<file path="src/rtl/mem_req_scheduler.sv">
// mem_req_scheduler: store buffer plus single load slot ahead of the data memory.
// Issues at most one memory operation per cycle (load or store drain) and blocks
// loads that hit a buffered store word.
// Optional build macro: STORE_FWD_EN forwards buffered sw data to a matching lw/lbu.

package mem_req_scheduler_pkg;
  localparam int unsigned ROB_TAG_BITS = 6;
  localparam int unsigned PREG_BITS    = 7;

  // LSQ entry carried for both stores and loads
  typedef struct packed {
    logic [31:0]             addr;
    logic [31:0]             ps2_data;
    logic [2:0]              func3;
    logic [ROB_TAG_BITS-1:0] rob_tag;
    logic [PREG_BITS-1:0]    pd;
    logic                    sw_sh_signal;
    logic                    store;
  } lsq_t;

  // Load result returned to the back end
  typedef struct packed {
    logic [31:0]             data;
    logic [ROB_TAG_BITS-1:0] rob_fu_mem;
    logic [PREG_BITS-1:0]    p_mem;
    logic                    fu_mem_ready;
    logic                    fu_mem_done;
  } mem_data_t;
endpackage

module mem_req_scheduler
  import mem_req_scheduler_pkg::*;
#(
  parameter int unsigned SB_DEPTH   = 4,
  parameter int unsigned WADDR_BITS = 15
) (
  input  logic                       clk,
  input  logic                       reset,
  input  logic                       st_commit_valid,
  input  lsq_t                       st_commit_entry,
  output logic                       st_commit_ready,
  input  logic                       ld_req_valid,
  input  lsq_t                       ld_req,
  output logic                       ld_req_ready,
  input  logic                       flush,
  input  logic                       load_ready,
  output logic                       store_wb,
  output lsq_t                       lsq_in,
  output logic                       load_mem,
  output lsq_t                       lsq_load,
  output logic                       fwd_valid,
  output mem_data_t                  fwd_data,
  output logic [$clog2(SB_DEPTH):0]  sb_count,
  output logic                       sb_empty
);

  localparam int unsigned PTR_W = $clog2(SB_DEPTH);
  localparam int unsigned CNT_W = PTR_W + 1;
  localparam logic [CNT_W-1:0] FULL_CNT = CNT_W'(SB_DEPTH);

  lsq_t             sb_mem [SB_DEPTH];
  logic [PTR_W-1:0] head;
  logic [PTR_W-1:0] tail;
  logic [CNT_W-1:0] count;
  lsq_t             slot;
  logic             slot_valid;
  logic             push;
  logic             pop;
  logic             ld_accept;
  logic             hazard;
  logic             fwd_hit;
`ifdef STORE_FWD_EN
  lsq_t             young;
  mem_data_t        fwd_next;
`endif

  assign st_commit_ready = (count != FULL_CNT);
  assign ld_req_ready    = !slot_valid;
  assign push      = st_commit_valid && st_commit_ready && st_commit_entry.store;
  assign pop       = store_wb;
  assign ld_accept = ld_req_valid && ld_req_ready && !flush && !ld_req.store;
  assign lsq_in    = store_wb ? sb_mem[head] : '0;
  assign lsq_load  = load_mem ? slot : '0;
  assign sb_count  = count;
  assign sb_empty  = (count == '0);

  // Word-address match of the slot against every occupied entry; last match is youngest
  always_comb begin
    hazard = 1'b0;
`ifdef STORE_FWD_EN
    young  = '0;
`endif
    for (int unsigned i = 0; i < SB_DEPTH; i++) begin
      if ((CNT_W'(i) < count) &&
          (sb_mem[head + PTR_W'(i)].addr[WADDR_BITS+1:2] == slot.addr[WADDR_BITS+1:2])) begin
        hazard = slot_valid;
`ifdef STORE_FWD_EN
        young  = sb_mem[head + PTR_W'(i)];
`endif
      end
    end
  end

  // Issue arbitration: full drain, then clean load, then any drain
  always_comb begin
    store_wb = 1'b0;
    load_mem = 1'b0;
    if (count == FULL_CNT) begin
      store_wb = 1'b1;
    end else if (slot_valid && !hazard && load_ready && !flush) begin
      load_mem = 1'b1;
    end else if (count != '0) begin
      store_wb = 1'b1;
    end
  end

`ifdef STORE_FWD_EN
  // Forward from the youngest matching sw to an lw or lbu without using memory
  always_comb begin
    fwd_hit  = hazard && !flush && !young.sw_sh_signal &&
               ((slot.func3 == 3'b010) || (slot.func3 == 3'b100));
    fwd_next = '0;
    fwd_next.rob_fu_mem   = slot.rob_tag;
    fwd_next.p_mem        = slot.pd;
    fwd_next.fu_mem_ready = 1'b1;
    fwd_next.fu_mem_done  = 1'b1;
    if (slot.func3 == 3'b100) begin
      fwd_next.data = {24'b0, young.ps2_data[{slot.addr[1:0], 3'b000} +: 8]};
    end else begin
      fwd_next.data = young.ps2_data;
    end
  end

  // One-cycle forwarded result pulse
  always_ff @(posedge clk or negedge reset) begin
    if (!reset) begin
      fwd_valid <= 1'b0;
      fwd_data  <= '0;
    end else begin
      fwd_valid <= fwd_hit;
      fwd_data  <= fwd_hit ? fwd_next : '0;
    end
  end
`else
  assign fwd_hit   = 1'b0;
  assign fwd_valid = 1'b0;
  assign fwd_data  = '0;
`endif

  // Store buffer pointers and occupancy
  always_ff @(posedge clk or negedge reset) begin
    if (!reset) begin
      head  <= '0;
      tail  <= '0;
      count <= '0;
    end else begin
      if (push) tail <= tail + PTR_W'(1);
      if (pop)  head <= head + PTR_W'(1);
      case ({push, pop})
        2'b10:   count <= count + CNT_W'(1);
        2'b01:   count <= count - CNT_W'(1);
        default: count <= count;
      endcase
    end
  end

  // Store buffer payload storage
  always_ff @(posedge clk) begin
    if (push) sb_mem[tail] <= st_commit_entry;
  end

  // Load slot: cleared by flush, issue or forward; filled only when empty
  always_ff @(posedge clk or negedge reset) begin
    if (!reset) begin
      slot_valid <= 1'b0;
      slot       <= '0;
    end else if (flush || load_mem || fwd_hit) begin
      slot_valid <= 1'b0;
    end else if (ld_accept) begin
      slot_valid <= 1'b1;
      slot       <= ld_req;
    end
  end

endmodule

</file>
<file path="config.mk">
export PLATFORM = sky130hd
export DESIGN_NAME = mem_req_scheduler
export DESIGN_NICKNAME = d
export VERILOG_FILES = /design/src/rtl/mem_req_scheduler.sv
export SDC_FILE = /design/constraint.sdc
export NUM_CORES = 1
export LEC_CHECK = 0
export BUFFER_PORTS_ARGS = -buffer_cell sky130_fd_sc_hd__buf_4
export CAP_MARGIN = 20
export CORE_MARGIN = 5
export CORE_UTILIZATION = 34
export DETAILED_ROUTE_END_ITERATION = 8
export HOLD_SLACK_MARGIN = 0.05
export PLACE_DENSITY = 0.51
export REMOVE_ABC_BUFFERS = 1
export SYNTH_ARGS = -nofsm -noshare
export SYNTH_HDL_FRONTEND = slang
export SYNTH_SLANG_ARGS = --single-unit
</file>
<file path="constraint.sdc">
create_clock -name clk -period 6.5 [get_ports clk]
set_input_delay 1.3 -clock clk [delete_from_list [all_inputs] [get_ports clk]]
set_output_delay 1.3 -clock clk [all_outputs]
set_load 0.005 [all_outputs]
</file>
# --- Word level (Yosys, flattened, before mapping) ---
# Memories as Yosys holds them, arrays and structs flattened.
# Index checks and enable logic that the tools add are counted.
# Widths: inputs -> output; s select.
word_totals:
  regBits: 90
  ramBits: 328
  input_bits: 170
  out_inout_bits: 220
  elab_cells: 69
  mem_count: 1
mem_list:
  columns: ["memory", "depth", "word_bits", "read_ports", "rd_clocked_by_memory_dff", "write_ports", "line", "text"]
  rows:
  - ["sb_mem", 4, 82, 4, 0, 1, "61", "lsq_t sb_mem [SB_DEPTH];"]
op_classes:
  n_addsub: 6
  order_cmp: 4
  n_eq_ne: 8
  mux: 16
  bitwise_logic: 1
  n_reduce_logical: 22
op_table:
  columns: ["op", "n"]
  rows:
  - ["$mux 82", 2]
  - ["$eq 15x15->1", 4]
  - ["$mux 1", 13]
  - ["$logic_and 1x1->1", 12]
  - ["$lt 1x3->1 const A", 2]
  - ["$lt 2x3->1 const A", 2]
  - ["$pmux 3 s2", 1]
  - ["$add 2x1->2 const B", 2]
  - ["$add 2x2->2 const B", 2]
  - ["$logic_not 1->1", 4]
  - ["$reduce_bool 2->1", 2]
  - ["$add 3x1->3 const B", 1]
  - ["$eq 3x3->1 const B", 1]
  - ["$logic_not 3->1", 1]
  - ["$ne 3x3->1 const B", 1]
  - ["$reduce_bool 3->1", 1]
  - ["$sub 3x1->3 const B", 1]
  - ["$eq 2x1->1 const B", 1]
  - ["$eq 2x2->1 const B", 1]
  - ["$reduce_and 2->1", 1]
  - ["$logic_or 1x1->1", 1]
  - ["$not 1->1", 1]

# --- Longest topological paths before layout ---
# An unclocked memory read counts as a cell.
logic_depth:
  depth_word: 16
  ltp_mapped: 18
  ltp_nobuf: 14

# --- Worst setup path after synthesis ---
# No wires, ideal clock.
synth_path:
  kind: "register to output"
  start: "reg head[0]"
  end: "out lsq_in[66] in the netlist's numbering"
  t_arrival_ns: 2.886
  setup_slack_ns: 2.314
  path_stages_with_launch: 12
  path_buffers: 3
  path_cell_list: "dfrtp_1 > buf_6 > mux4_2 > xnor2_1 > o221ai_1 > or4_1 > a2111oi_4 > nor3_1 > or2_1 > buf_6 > buf_6 > a211oi_2"
synth_lines:
  columns: ["element", "line", "text"]
  rows:
  - ["from (decl)", "62", "logic [PTR_W-1:0] head;"]
  - ["from (signal assigned)", "158", "if (pop) head <= head + PTR_W'(1);"]
  - ["to (decl)", "48", "output lsq_t lsq_in,"]

==> results.json <==
{
  "r2r.worst_path.cells": 14,
  "synth_ff_type": "edfxtp_1",
  "cts_resized": 0,
  "skew_ns": 0.0145,
  "setup_viol": 0,
  "r2r_slack_ns": 2.03,
  "synth.distinct_cells": 55,
  "n_fill_cell": 5011,
  "slew_headroom_pct": 33.9,
  "critPathBufInv": 3,
  "synth_area_leaders": "edfxtp_1, dfrtp_1, mux4_2",
  "top_usage_layer": "met2",
  "htreeDepth": 2,
  "syn_area_um2": 18900,
  "cap_viol_max_count": 0,
  "fin_crit_ns": 5.89,
  "dieHeight_um": 246,
  "critPathKind": "register to output pin",
  "use_met1_pct": 20.9,
  "fp-row-count": 86,
  "vias_per_cell": 4.75,
  "synth_fa_ha_area_share_pct": 0.597,
  "firstDrtPassIters": 4,
  "hold_path_depth": 1,
  "post-route-period-util_pct": 90.6,
  "postRouteAntennaNets": 0,
  "hold_path.class": "register to register",
  "cpLargestDelayFamily": "simple AND/OR/NAND/NOR gates",
  "dieArea_um2": 60300,
  "fin_ws_ns": 0.608,
  "ys_warn_count": 0,
  "crit_chain": "buf_4 -> mux4_2 -> xnor2_1 -> o221ai_1 -> or4_1 -> a2111oi_4 -> nor3_2 -> buf_12 -> nor3b_1 -> buf_4",
  "cts_sinks": 418,
  "startpoint_type": "register",
  "dr_total_vias": 10700,
  "ir_worst_vdd_mv": 0.193,
  "grt_max_degree": 94,
  "min-delay-start": "slot[70]",
  "grtUsageTotal_pct": 15.6,
  "path_common_cell": "buf_4",
  "slew_viol_final": 0,
  "cts_tree": "built",
  "crit_path_max_incr_delay_ns": 0.81,
  "power_leakage_nw": 8.97,
  "synth-edff-count": 328,
  "final_cells": 2247,
  "ys_async_sr_fraction_pct": 21.5,
  "synth-simple-area-share_pct": 7.02,
  "place_congestion": 0.789,
  "worst_path_max_delay_cell": "dfrtp_4",
  "synth_compound_area_share_pct": 2.04,
  "core-area_um2": 55000,
  "tightestPinTransition_ns": 0.992,
  "post-place-cells": 2157,
  "synth_area_per_cell_um2": 16.8,
  "die_w_um": 246,
  "power_mw": 9.66,
  "path_max_fanout": 93,
  "synth_top_family_by_area": "multiplexers",
  "yosysMostFrequentCell": "edfxtp_1",
  "rsz0062_at_grt": "false",
  "io_buffers": 341,
  "worstPathArrival_ns": 4.59,
  "grt_pass1_vias": 11300,
  "cts_setup_buffers": 0,
  "preCtsSetupSlack_ns": 1.15,
  "utilization_pct": 43.0,
  "max_freq_mhz": 170,
  "clkLatencyLatePin_ns": 0.57,
  "synth-seq-cells": 418,
  "run_status": "completed",
  "p_per_area_nw_per_um2": 409,
  "initial_utilization_pct": 34.3,
  "synth_top_cell_by_area": "edfxtp_1",
  "hold_buffers": 0,
  "nNetsFinal": 1638,
  "r2r_start": "head[0]",
  "endpoint_kind": "output pin",
  "drt_iter0_drc": 488,
  "area_growth_pct": 25.2,
  "r2r_end": "sb_count[2]",
  "holdPathEnd": "slot[70]",
  "finalHoldViolations": 0,
  "clk_path_buf_depth": 3,
  "grt_pass1_wl_mm": 71.9,
  "crit_required_ns": 5.20,
  "grt-ovfl-total": 0,
  "avgRoutedWirePerCell_um": 21.7,
  "drive_gt1_share_pct": 41.3,
  "synthMuxAreaShare_pct": 19.4,
  "antenna_found_initial": 8,
  "io_pins": 390,
  "use_met2_pct": 25.6,
  "hpwlAfterDp_mm": 32.3,
  "routed_wl_mm": 48.8,
  "seq_area_frac_synth_pct": 64.2,
  "yosysTopAreaCellShare_pct": 52.2,
  "grt_use_met3_pct": 4.34,
  "synthTopCellsByCount": "edfxtp_1, mux4_2, dfrtp_1",
  "syn_inst": 1124,
  "root_buffer": "clkbuf_16",
  "drc": 0,
  "clkTransAtPathRegs_ns": 0.06,
  "synthXorXnorAreaFrac_pct": 2.60,
  "cts_buffers": 47
}
-- stage by stage --
stage	TNS [ns]	hold slack (ns)	cell area, um^2
4_1_cts	0	0.499	23600
3_3_place_gp	0	0.479	22000
5_1_grt	0	0.507	23600
2_1_floorplan	-1288.64	0.455	18300
3_5_place_dp	0	0.487	22000
6_report	0	0.494	23600
-- area by class of cell --
type	instances	area [um^2]	share of cell area, %
Clock inverter	22	280	1.19
Sequential cell	418	12100	51.3
Antenna cell	2	5.00	0.0212
Clock buffer	65	1310	5.53
Inverter	16	60.1	0.254
Tap cell	748	936	3.96
Multi-Input combinational cell	616	6180	26.2
Timing Repair Buffer	360	2740	11.6
-- per-layer routing --
metal,wire length [um],vias up
met4,964,12
met2,23200,342
met1,21100,5404
met3,3510,74
met5,95,-
li1,-,4848
-- state kept, by name (all words and copies together), names as in the netlist --
register,flops
sb_count,3
slot,82
head,2
tail,2
sb_mem,328
slot_valid,1
-- logic make-up after synthesis --
logic type                 count (synthesis)
AOI/OAI and AO/OA                         49
xor gates and xnor gates                  56
adders and majority gates                  9
buffers and inverters                    137
DFF                                      418
muxes                                    237
other                                      1
and+or+nand+nor                          217
-- where the power goes --
group          internal, mW  switching, mW  total [mW]
sequential             3.27          0.283        3.55
clock                  1.65           1.07        2.71
combinational          1.78           1.61        3.39
-- placed cells by master (no fill, tap or decap), types with 26 or more instances in the layout --
| master | instances |
|---|---|
| mux2_2 | 86 |
| edfxtp_1 | 328 |
| clkbuf_16 | 49 |
| buf_4 | 357 |
| nor2b_1 | 71 |
| xnor2_1 | 30 |
| dfrtp_1 | 88 |
| xor2_1 | 26 |
| mux4_2 | 95 |
| conb_1 | 48 |
| and2_1 | 82 |
| mux2i_1 | 56 |
-- worst max-delay path by stage --
stage | start | to | slack, ns | depth (start not counted)
after floorplan | head[0] | store_wb | -6.13 | 8
after global routing | head[0] | lsq_in[39] | 0.31 | 11
final | head[0] | lsq_in[64] | 0.61 | 10
after CTS | head[0] | lsq_in[39] | 0.49 | 10
after global placement | head[0] | lsq_in[0] | 1.24 | 10
after detailed placement | head[1] | lsq_in[39] | 1.15 | 10
No activity file was read; power rests on OpenSTA's default activity.
